[src/rtl/jtag_tap_os_pkg.sv]
// Shared types and helpers for the oversampled JTAG TAP responder.
// Holds the 1149.1 state encoding, fixed IR opcodes and the TAP next-state function.
package jtag_tap_os_pkg;

  typedef enum logic [3:0] {
    EX2_DR = 4'h0,
    EX1_DR = 4'h1,
    SH_DR  = 4'h2,
    PA_DR  = 4'h3,
    SEL_IR = 4'h4,
    UPD_DR = 4'h5,
    CAP_DR = 4'h6,
    SEL_DR = 4'h7,
    EX2_IR = 4'h8,
    EX1_IR = 4'h9,
    SH_IR  = 4'hA,
    PA_IR  = 4'hB,
    RTI    = 4'hC,
    UPD_IR = 4'hD,
    CAP_IR = 4'hE,
    TLR    = 4'hF
  } tap_state_e;

  localparam logic [4:0] IR_IDCODE = 5'h01;
  localparam logic [4:0] IR_BYPASS = 5'h1F;
  localparam int unsigned IdcodeDrW = 32;

  // Standard 1149.1 state transition on a TCK rising edge.
  function automatic tap_state_e next_state(input tap_state_e s, input logic tms);
    tap_state_e n;
    n = s;
    case (s)
      TLR:     n = tms ? TLR    : RTI;
      RTI:     n = tms ? SEL_DR : RTI;
      SEL_DR:  n = tms ? SEL_IR : CAP_DR;
      CAP_DR:  n = tms ? EX1_DR : SH_DR;
      SH_DR:   n = tms ? EX1_DR : SH_DR;
      EX1_DR:  n = tms ? UPD_DR : PA_DR;
      PA_DR:   n = tms ? EX2_DR : PA_DR;
      EX2_DR:  n = tms ? UPD_DR : SH_DR;
      UPD_DR:  n = tms ? SEL_DR : RTI;
      SEL_IR:  n = tms ? TLR    : CAP_IR;
      CAP_IR:  n = tms ? EX1_IR : SH_IR;
      SH_IR:   n = tms ? EX1_IR : SH_IR;
      EX1_IR:  n = tms ? UPD_IR : PA_IR;
      PA_IR:   n = tms ? EX2_IR : PA_IR;
      EX2_IR:  n = tms ? UPD_IR : SH_IR;
      UPD_IR:  n = tms ? SEL_DR : RTI;
      default: n = TLR;
    endcase
    return n;
  endfunction

endpackage

[src/rtl/jtag_tap_os_sync.sv]
// Two-flop synchronizers for the JTAG pins plus registered TCK edge pulses.
module jtag_tap_os_sync (
  input  logic clk_i,
  input  logic rst_i,
  input  logic tck_i,
  input  logic tms_i,
  input  logic tdi_i,
  input  logic trst_ni,
  output logic tms_s_o,
  output logic tdi_s_o,
  output logic trst_ns_o,
  output logic tck_rise_o,
  output logic tck_fall_o
);

  logic [1:0] tck_q, tms_q, tdi_q, trst_q;
  logic       tck_prev_q;
  logic       rise_q, fall_q;

  always_ff @(posedge clk_i or posedge rst_i) begin
    if (rst_i) begin
      tck_q      <= '0;
      tms_q      <= '0;
      tdi_q      <= '0;
      trst_q     <= 2'b11;
      tck_prev_q <= 1'b0;
      rise_q     <= 1'b0;
      fall_q     <= 1'b0;
    end else begin
      tck_q      <= {tck_q[0], tck_i};
      tms_q      <= {tms_q[0], tms_i};
      tdi_q      <= {tdi_q[0], tdi_i};
      trst_q     <= {trst_q[0], trst_ni};
      tck_prev_q <= tck_q[1];
      rise_q     <= tck_q[1] & ~tck_prev_q;
      fall_q     <= ~tck_q[1] & tck_prev_q;
    end
  end

  assign tms_s_o    = tms_q[1];
  assign tdi_s_o    = tdi_q[1];
  assign trst_ns_o  = trst_q[1];
  assign tck_rise_o = rise_q;
  assign tck_fall_o = fall_q;

endmodule

[src/rtl/jtag_tap_os.sv]
// Clock-synchronous 1149.1 TAP responder with IDCODE, BYPASS and one USER DR.
// Define JTAG_TAP_OS_TRST_EN to let jtag_trst_ni force Test-Logic-Reset.
module jtag_tap_os
  import jtag_tap_os_pkg::*;
#(
  parameter int unsigned    IrW         = 5,
  parameter int unsigned    UserDrW     = 32,
  parameter logic [31:0]    IdCodeValue = 32'h2000_1A3B,
  parameter logic [IrW-1:0] UserInstr   = IrW'(5'h10)
) (
  input  logic               clk_i,
  input  logic               rst_i,
  input  logic               jtag_tck_i,
  input  logic               jtag_tms_i,
  input  logic               jtag_trst_ni,
  input  logic               jtag_td_i,
  output logic               jtag_td_o,
  output logic               jtag_tdo_oe_o,
  input  logic [UserDrW-1:0] user_capture_i,
  output logic               user_update_valid_o,
  output logic [UserDrW-1:0] user_update_data_o,
  output logic [3:0]         tap_state_o
);

  localparam int unsigned    DrW      = (UserDrW > IdcodeDrW) ? UserDrW : IdcodeDrW;
  localparam int unsigned    IdxW     = $clog2(DrW);
  localparam logic [IrW-1:0] IdcodeOp = IrW'(IR_IDCODE);

  logic tms_s, tdi_s, trst_ns, tck_rise, tck_fall, trst_active;

  jtag_tap_os_sync u_sync (
    .clk_i      (clk_i),
    .rst_i      (rst_i),
    .tck_i      (jtag_tck_i),
    .tms_i      (jtag_tms_i),
    .tdi_i      (jtag_td_i),
    .trst_ni    (jtag_trst_ni),
    .tms_s_o    (tms_s),
    .tdi_s_o    (tdi_s),
    .trst_ns_o  (trst_ns),
    .tck_rise_o (tck_rise),
    .tck_fall_o (tck_fall)
  );

`ifdef JTAG_TAP_OS_TRST_EN
  assign trst_active = ~trst_ns;
`else
  logic unused_trst_ns;
  assign unused_trst_ns = trst_ns;
  assign trst_active    = 1'b0;
`endif

  tap_state_e         state_q, state_d;
  logic [IrW-1:0]     ir_q, ir_d, ir_sr_q, ir_sr_d;
  logic [DrW-1:0]     dr_sr_q, dr_sr_d, dr_shift, dr_cap;
  logic [IdxW-1:0]    dr_msb;
  logic               td_q, td_d, oe_q, oe_d;
  logic               upd_valid_q, upd_valid_d;
  logic [UserDrW-1:0] upd_data_q, upd_data_d;
  logic               in_shift;

  // Selected DR length and capture value follow the current instruction.
  always_comb begin
    dr_msb = '0;
    dr_cap = '0;
    if (ir_q == IdcodeOp) begin
      dr_msb = IdxW'(IdcodeDrW - 1);
      dr_cap = DrW'(IdCodeValue);
    end else if (ir_q == UserInstr) begin
      dr_msb = IdxW'(UserDrW - 1);
      dr_cap = DrW'(user_capture_i);
    end
  end

  always_comb begin
    dr_shift         = {1'b0, dr_sr_q[DrW-1:1]};
    dr_shift[dr_msb] = tdi_s;
  end

  assign in_shift = (state_q == SH_DR) || (state_q == SH_IR);

  always_comb begin
    state_d     = state_q;
    ir_d        = ir_q;
    ir_sr_d     = ir_sr_q;
    dr_sr_d     = dr_sr_q;
    td_d        = td_q;
    oe_d        = oe_q;
    upd_valid_d = 1'b0;
    upd_data_d  = upd_data_q;

    if (trst_active) begin
      state_d = TLR;
      ir_d    = IdcodeOp;
    end else if (tck_rise) begin
      state_d = next_state(state_q, tms_s);
      if (state_q == SH_DR) dr_sr_d = dr_shift;
      if (state_q == SH_IR) ir_sr_d = {tdi_s, ir_sr_q[IrW-1:1]};
      // Entry actions keyed on the state being entered at this edge.
      case (state_d)
        CAP_IR: ir_sr_d = IrW'(1);
        CAP_DR: dr_sr_d = dr_cap;
        UPD_IR: ir_d = ir_sr_q;
        UPD_DR: begin
          if (ir_q == UserInstr) begin
            upd_data_d  = dr_sr_q[UserDrW-1:0];
            upd_valid_d = 1'b1;
          end
        end
        TLR:     ir_d = IdcodeOp;
        default: ;
      endcase
    end

    if (!in_shift) begin
      td_d = 1'b0;
      oe_d = 1'b0;
    end else if (tck_fall) begin
      td_d = (state_q == SH_IR) ? ir_sr_q[0] : dr_sr_q[0];
      oe_d = 1'b1;
    end
  end

  always_ff @(posedge clk_i or posedge rst_i) begin
    if (rst_i) begin
      state_q     <= TLR;
      ir_q        <= IdcodeOp;
      ir_sr_q     <= '0;
      dr_sr_q     <= '0;
      td_q        <= 1'b0;
      oe_q        <= 1'b0;
      upd_valid_q <= 1'b0;
      upd_data_q  <= '0;
    end else begin
      state_q     <= state_d;
      ir_q        <= ir_d;
      ir_sr_q     <= ir_sr_d;
      dr_sr_q     <= dr_sr_d;
      td_q        <= td_d;
      oe_q        <= oe_d;
      upd_valid_q <= upd_valid_d;
      upd_data_q  <= upd_data_d;
    end
  end

  assign jtag_td_o           = td_q;
  assign jtag_tdo_oe_o       = oe_q;
  assign user_update_valid_o = upd_valid_q;
  assign user_update_data_o  = upd_data_q;
  assign tap_state_o         = 4'(state_q);

endmodule

[config.mk]
export PLATFORM = sky130hd
export DESIGN_NAME = jtag_tap_os
export DESIGN_NICKNAME = d
export VERILOG_FILES = /design/src/rtl/jtag_tap_os_pkg.sv /design/src/rtl/jtag_tap_os_sync.sv /design/src/rtl/jtag_tap_os.sv
export SDC_FILE = /design/constraint.sdc
export NUM_CORES = 1
export LEC_CHECK = 0
export ABC_AREA = 1
export CORE_MARGIN = 4
export CORE_UTILIZATION = 25
export CTS_CLUSTER_DIAMETER = 40
export CTS_CLUSTER_SIZE = 20
export DETAILED_ROUTE_END_ITERATION = 10
export DONT_BUFFER_PORTS = 1
export GPL_ROUTABILITY_DRIVEN = 0
export SYNTH_ARGS = -nofsm -noshare
export SYNTH_HDL_FRONTEND = slang
export SYNTH_SLANG_ARGS = --single-unit
[constraint.sdc]
create_clock -name clk_i -period 3.5 [get_ports clk_i]
set_input_delay 0.35 -clock clk_i [delete_from_list [all_inputs] [get_ports clk_i]]
set_output_delay 0.35 -clock clk_i [all_outputs]
set_load 0.03 [all_outputs]
==> results.md <==
- CTS sink cnt: 90
- IO Count: 77
- Relative slew slack: between 40% and 50%
- Clock slew at reported path FFs: about 0.060 ns
- Pre-CTS WS: about 1 ns
- Gr usage total: a little under an eighth
- Final hold violation count: 0
- Area grow syn2layout: 11.99%
- Number of buffers added for setup after CTS: 0
- Mapped Area: slightly below 4000 µm²
- Hold Buf Count CTS: 0
- Met3 usage in global routing: about 4.6%
- Final Non-Filler Cells: roughly 640
- Net Sw Power: 975.4 µW
- Max Fclk: 403.0 MHz
- Sum of negative setup slack: 0 ns
- Largest net degree at the start of global routing: 65
- CP required: 3.68 ns
- Setup Viol. Count Final: 0
- Die Wd: 132.8 µm
- Max_cap viols: 0
- Initial detailed-routing violation count: 199
- Synth Area per Inst: 8.708 µm²
- CTS Buf Count: 9
- Number of iterations in the first detailed-routing pass: 5
- Seq pwr share: just over 50%
- Initial antenna violation count: 0
- Post-synthesis cell type count: 25
- Commonest cells after routing, fill and taps aside: 146 x nand2_1, 85 x dfrtp_1, 57 x nand3_1
- Die height: 132.8 µm
- Clock latency on the worst-skew pair: 0.34 ns
- Worst R2R End: dr_sr_q[4]
- Met1 Use GR: 14.34%
- Via/cell ratio: 4.781
- # DRC: 0
- CP max stage cell: dfstp_2
- Clk pwr share: 32.0%
- PD cells: 694.1 nW/µm²
- LEAKAGE: 2.084 nW
- Status: complete, no violations
- Ys Warns: 0
- Setup CP Type: flop to flop
- # resized after CTS: 0
- Post-route minimum period: 2.481 ns
- First-pass GRT wire length: ~16000 µm
- DP Wirelength: 6712 µm
- Port bufs: 0
- Post-Syn Instances: 447
- Seq/Total Area, Yosys: 58.02%
- Crit path buffers/inverters: 4
- Final Skew: 0.008653 ns
- Combinational power share: 17.0%
- GRT overflow: 0
- Unrepaired setup endpoints after global routing: false
- Tightest Hold Check Type: primary input to async pin
- Post-DR wirelength/cell: 15.41 µm
- CP peak stage delay: 0.65 ns
- Most frequent CP cell: buf_4
- Clock root buffer: clkbuf_16
- DP Cell Count: between 600 and 700
- Max-slew violations: 0
- Setup crit start kind: flop
- Cells along the critical path: inv_1 -> nand4_4 -> buf_4 -> a21oi_2 -> buf_4 -> inv_2 -> o21ai_0
- Nets: 480
- Initial core utilization: 25.60%
- CTS tree: done
- Worst-Margin Slew: 0.8046 ns
- Reg2Reg Setup Slack: 1.02 ns
- Htree depth: 3
- Critical path origin: tap_state_o[3]
- GR Layer Usage met2: between 15 and 20%
- Layout cell share with drive strength beyond 1: 8.054%
- CP Capture Type: flop
- Fin crit share: 70.90%
- Reg area: 2258 µm²
- Post-Route WL: slightly below 10000 µm
- CTS max path bufs: 2
- Final WS setup: 1.019 ns
- Die area: 17630 µm²
- Fillers: 1653
- Worst setup path endpoint: dr_sr_q[4]
- Critical Path Fanout Max: between 50 and 60
- R2R depth: 7
- Synthesis-stage register bit count: 90
- Via count: 3036
- Rows: 45
- Crit-path leading delay family: buffers and inverters
- Footprint of the multi-input gates: 1415 µm²
- # diodes: 0
- R2r startpoint: tap_state_o[3]
- Syn_nets: a little under 500
- Vias in the first global route: between 2000 and 3000
- Final ANT Viol Nets: 0
- Switching share of power: 32.24%
- CP arrival: 2.67 ns
- Most common cell after layout, fill and taps aside: nand2_1
- GR peak layer: met2
- Core area: 15200 µm²
- Stages on worst setup path: 7
- Internal power: 2.050 mW
- Largest vdd supply drop: 0.0002954 V
## through the flow
stage / area, µm² / total power, mW / hold WS (ns) / util, %
CTS: 4359 / 3.080 / 0.01144 / 28.67
floorplan: 3892 / 1.925 / 0.3312 / -
global placement: 4061 / 2.048 / 0.3345 / 26.72
finish: 4359 / 3.026 / 0.02315 / 28.67
global route: 4359 / 3.247 / 0.01190 / 28.67
detailed placement: 4061 / 2.081 / 0.3363 / 26.72
## worst min-delay path by stage
stage,to,cells after the start,startpoint
2_1_floorplan,u_sync.tck_q[1],0,u_sync.tck_q[0]
3_3_place_gp,u_sync.tck_q[1],0,u_sync.tck_q[0]
3_5_place_dp,u_sync.tdi_q[1],0,u_sync.tdi_q[0]
4_1_cts,u_sync.tms_q[0],0,jtag_tms_i
5_1_grt,u_sync.tms_q[0],0,jtag_tms_i
6_report,u_sync.tck_q[0],1,rst_i
## synthesized netlist by cell type (all sizes together)
master	n	area share, %
nand2	147	14
dfrtp	85	55
nand3	57	7.3
o21ai	37	4.8
inv	27	2.6
nor2	23	2.5
a21oi	18	2.4
a22oi	14	2.7
clkbuf	12	1.2
buf	10	1.8
nand4	7	1.5
dfstp	5	3.4
a31oi	1	0.16
clkinv	1	0.096
nor3	1	0.42
o211ai	1	0.19
o22ai	1	0.16
## power groups by stage
| stage | sequential, mW | combinational (mW) | clock (mW) |
|---|---|---|---|
| 2_1_floorplan | 1.50 | 0.425 | 0 |
| 3_3_place_gp | 1.55 | 0.497 | 0 |
| 3_5_place_dp | 1.56 | 0.517 | 0 |
| 4_1_cts | 1.54 | 0.519 | 1.02 |
| 5_1_grt | 1.58 | 0.609 | 1.05 |
| 6_report | 1.54 | 0.514 | 0.969 |
## sequential cells by signal, summed over array words and instances (netlist names)
register             count
jtag_tdo_oe_o            1
u_sync.tms_q             2
u_sync.tck_q             2
jtag_td_o                1
u_sync.tdi_q             2
tap_state_o              4
ir_sr_q                  5
user_update_valid_o      1
u_sync.tck_rise_o        1
u_sync.tck_prev_q        1
ir_q                     5
dr_sr_q                 32
user_update_data_o      32
u_sync.tck_fall_o        1
## metal layers
layer  part of all wire [%]  wire length [µm]
met1                     43              4249
met2                     46              4529
met3                    9.4               923
met4                   0.83                81
met5                      0                 0
## layout make-up
cell class | count | area share [%]
sequential | 90 | 51.81
multi-input combinational | 307 | 32.46
clock buffer | 12 | 5.654
tap | 188 | 5.396
inverter | 28 | 2.468
clock inverter | 4 | 1.177
timing repair buffer | 6 | 1.033
## cells by family after synthesis
| family | count (synthesis) | share of synthesized area [%] |
|---|---|---|
| AO/OA/AOI/OAI | 72 | 10.38 |
| buffers and inverters | 50 | 5.625 |
| flip-flops | 90 | 58.02 |
| AND/OR/NAND/NOR | 235 | 25.97 |
## worst reg2reg max path, stage by stage, from the launching register on
cell     delay [ns]
dfstp_2        0.65
inv_1          0.16
nand4_4        0.11
buf_4          0.33
a21oi_2        0.09
buf_4          0.20
inv_2          0.57
o21ai_0        0.23
(Power assumes the default switching activity.)
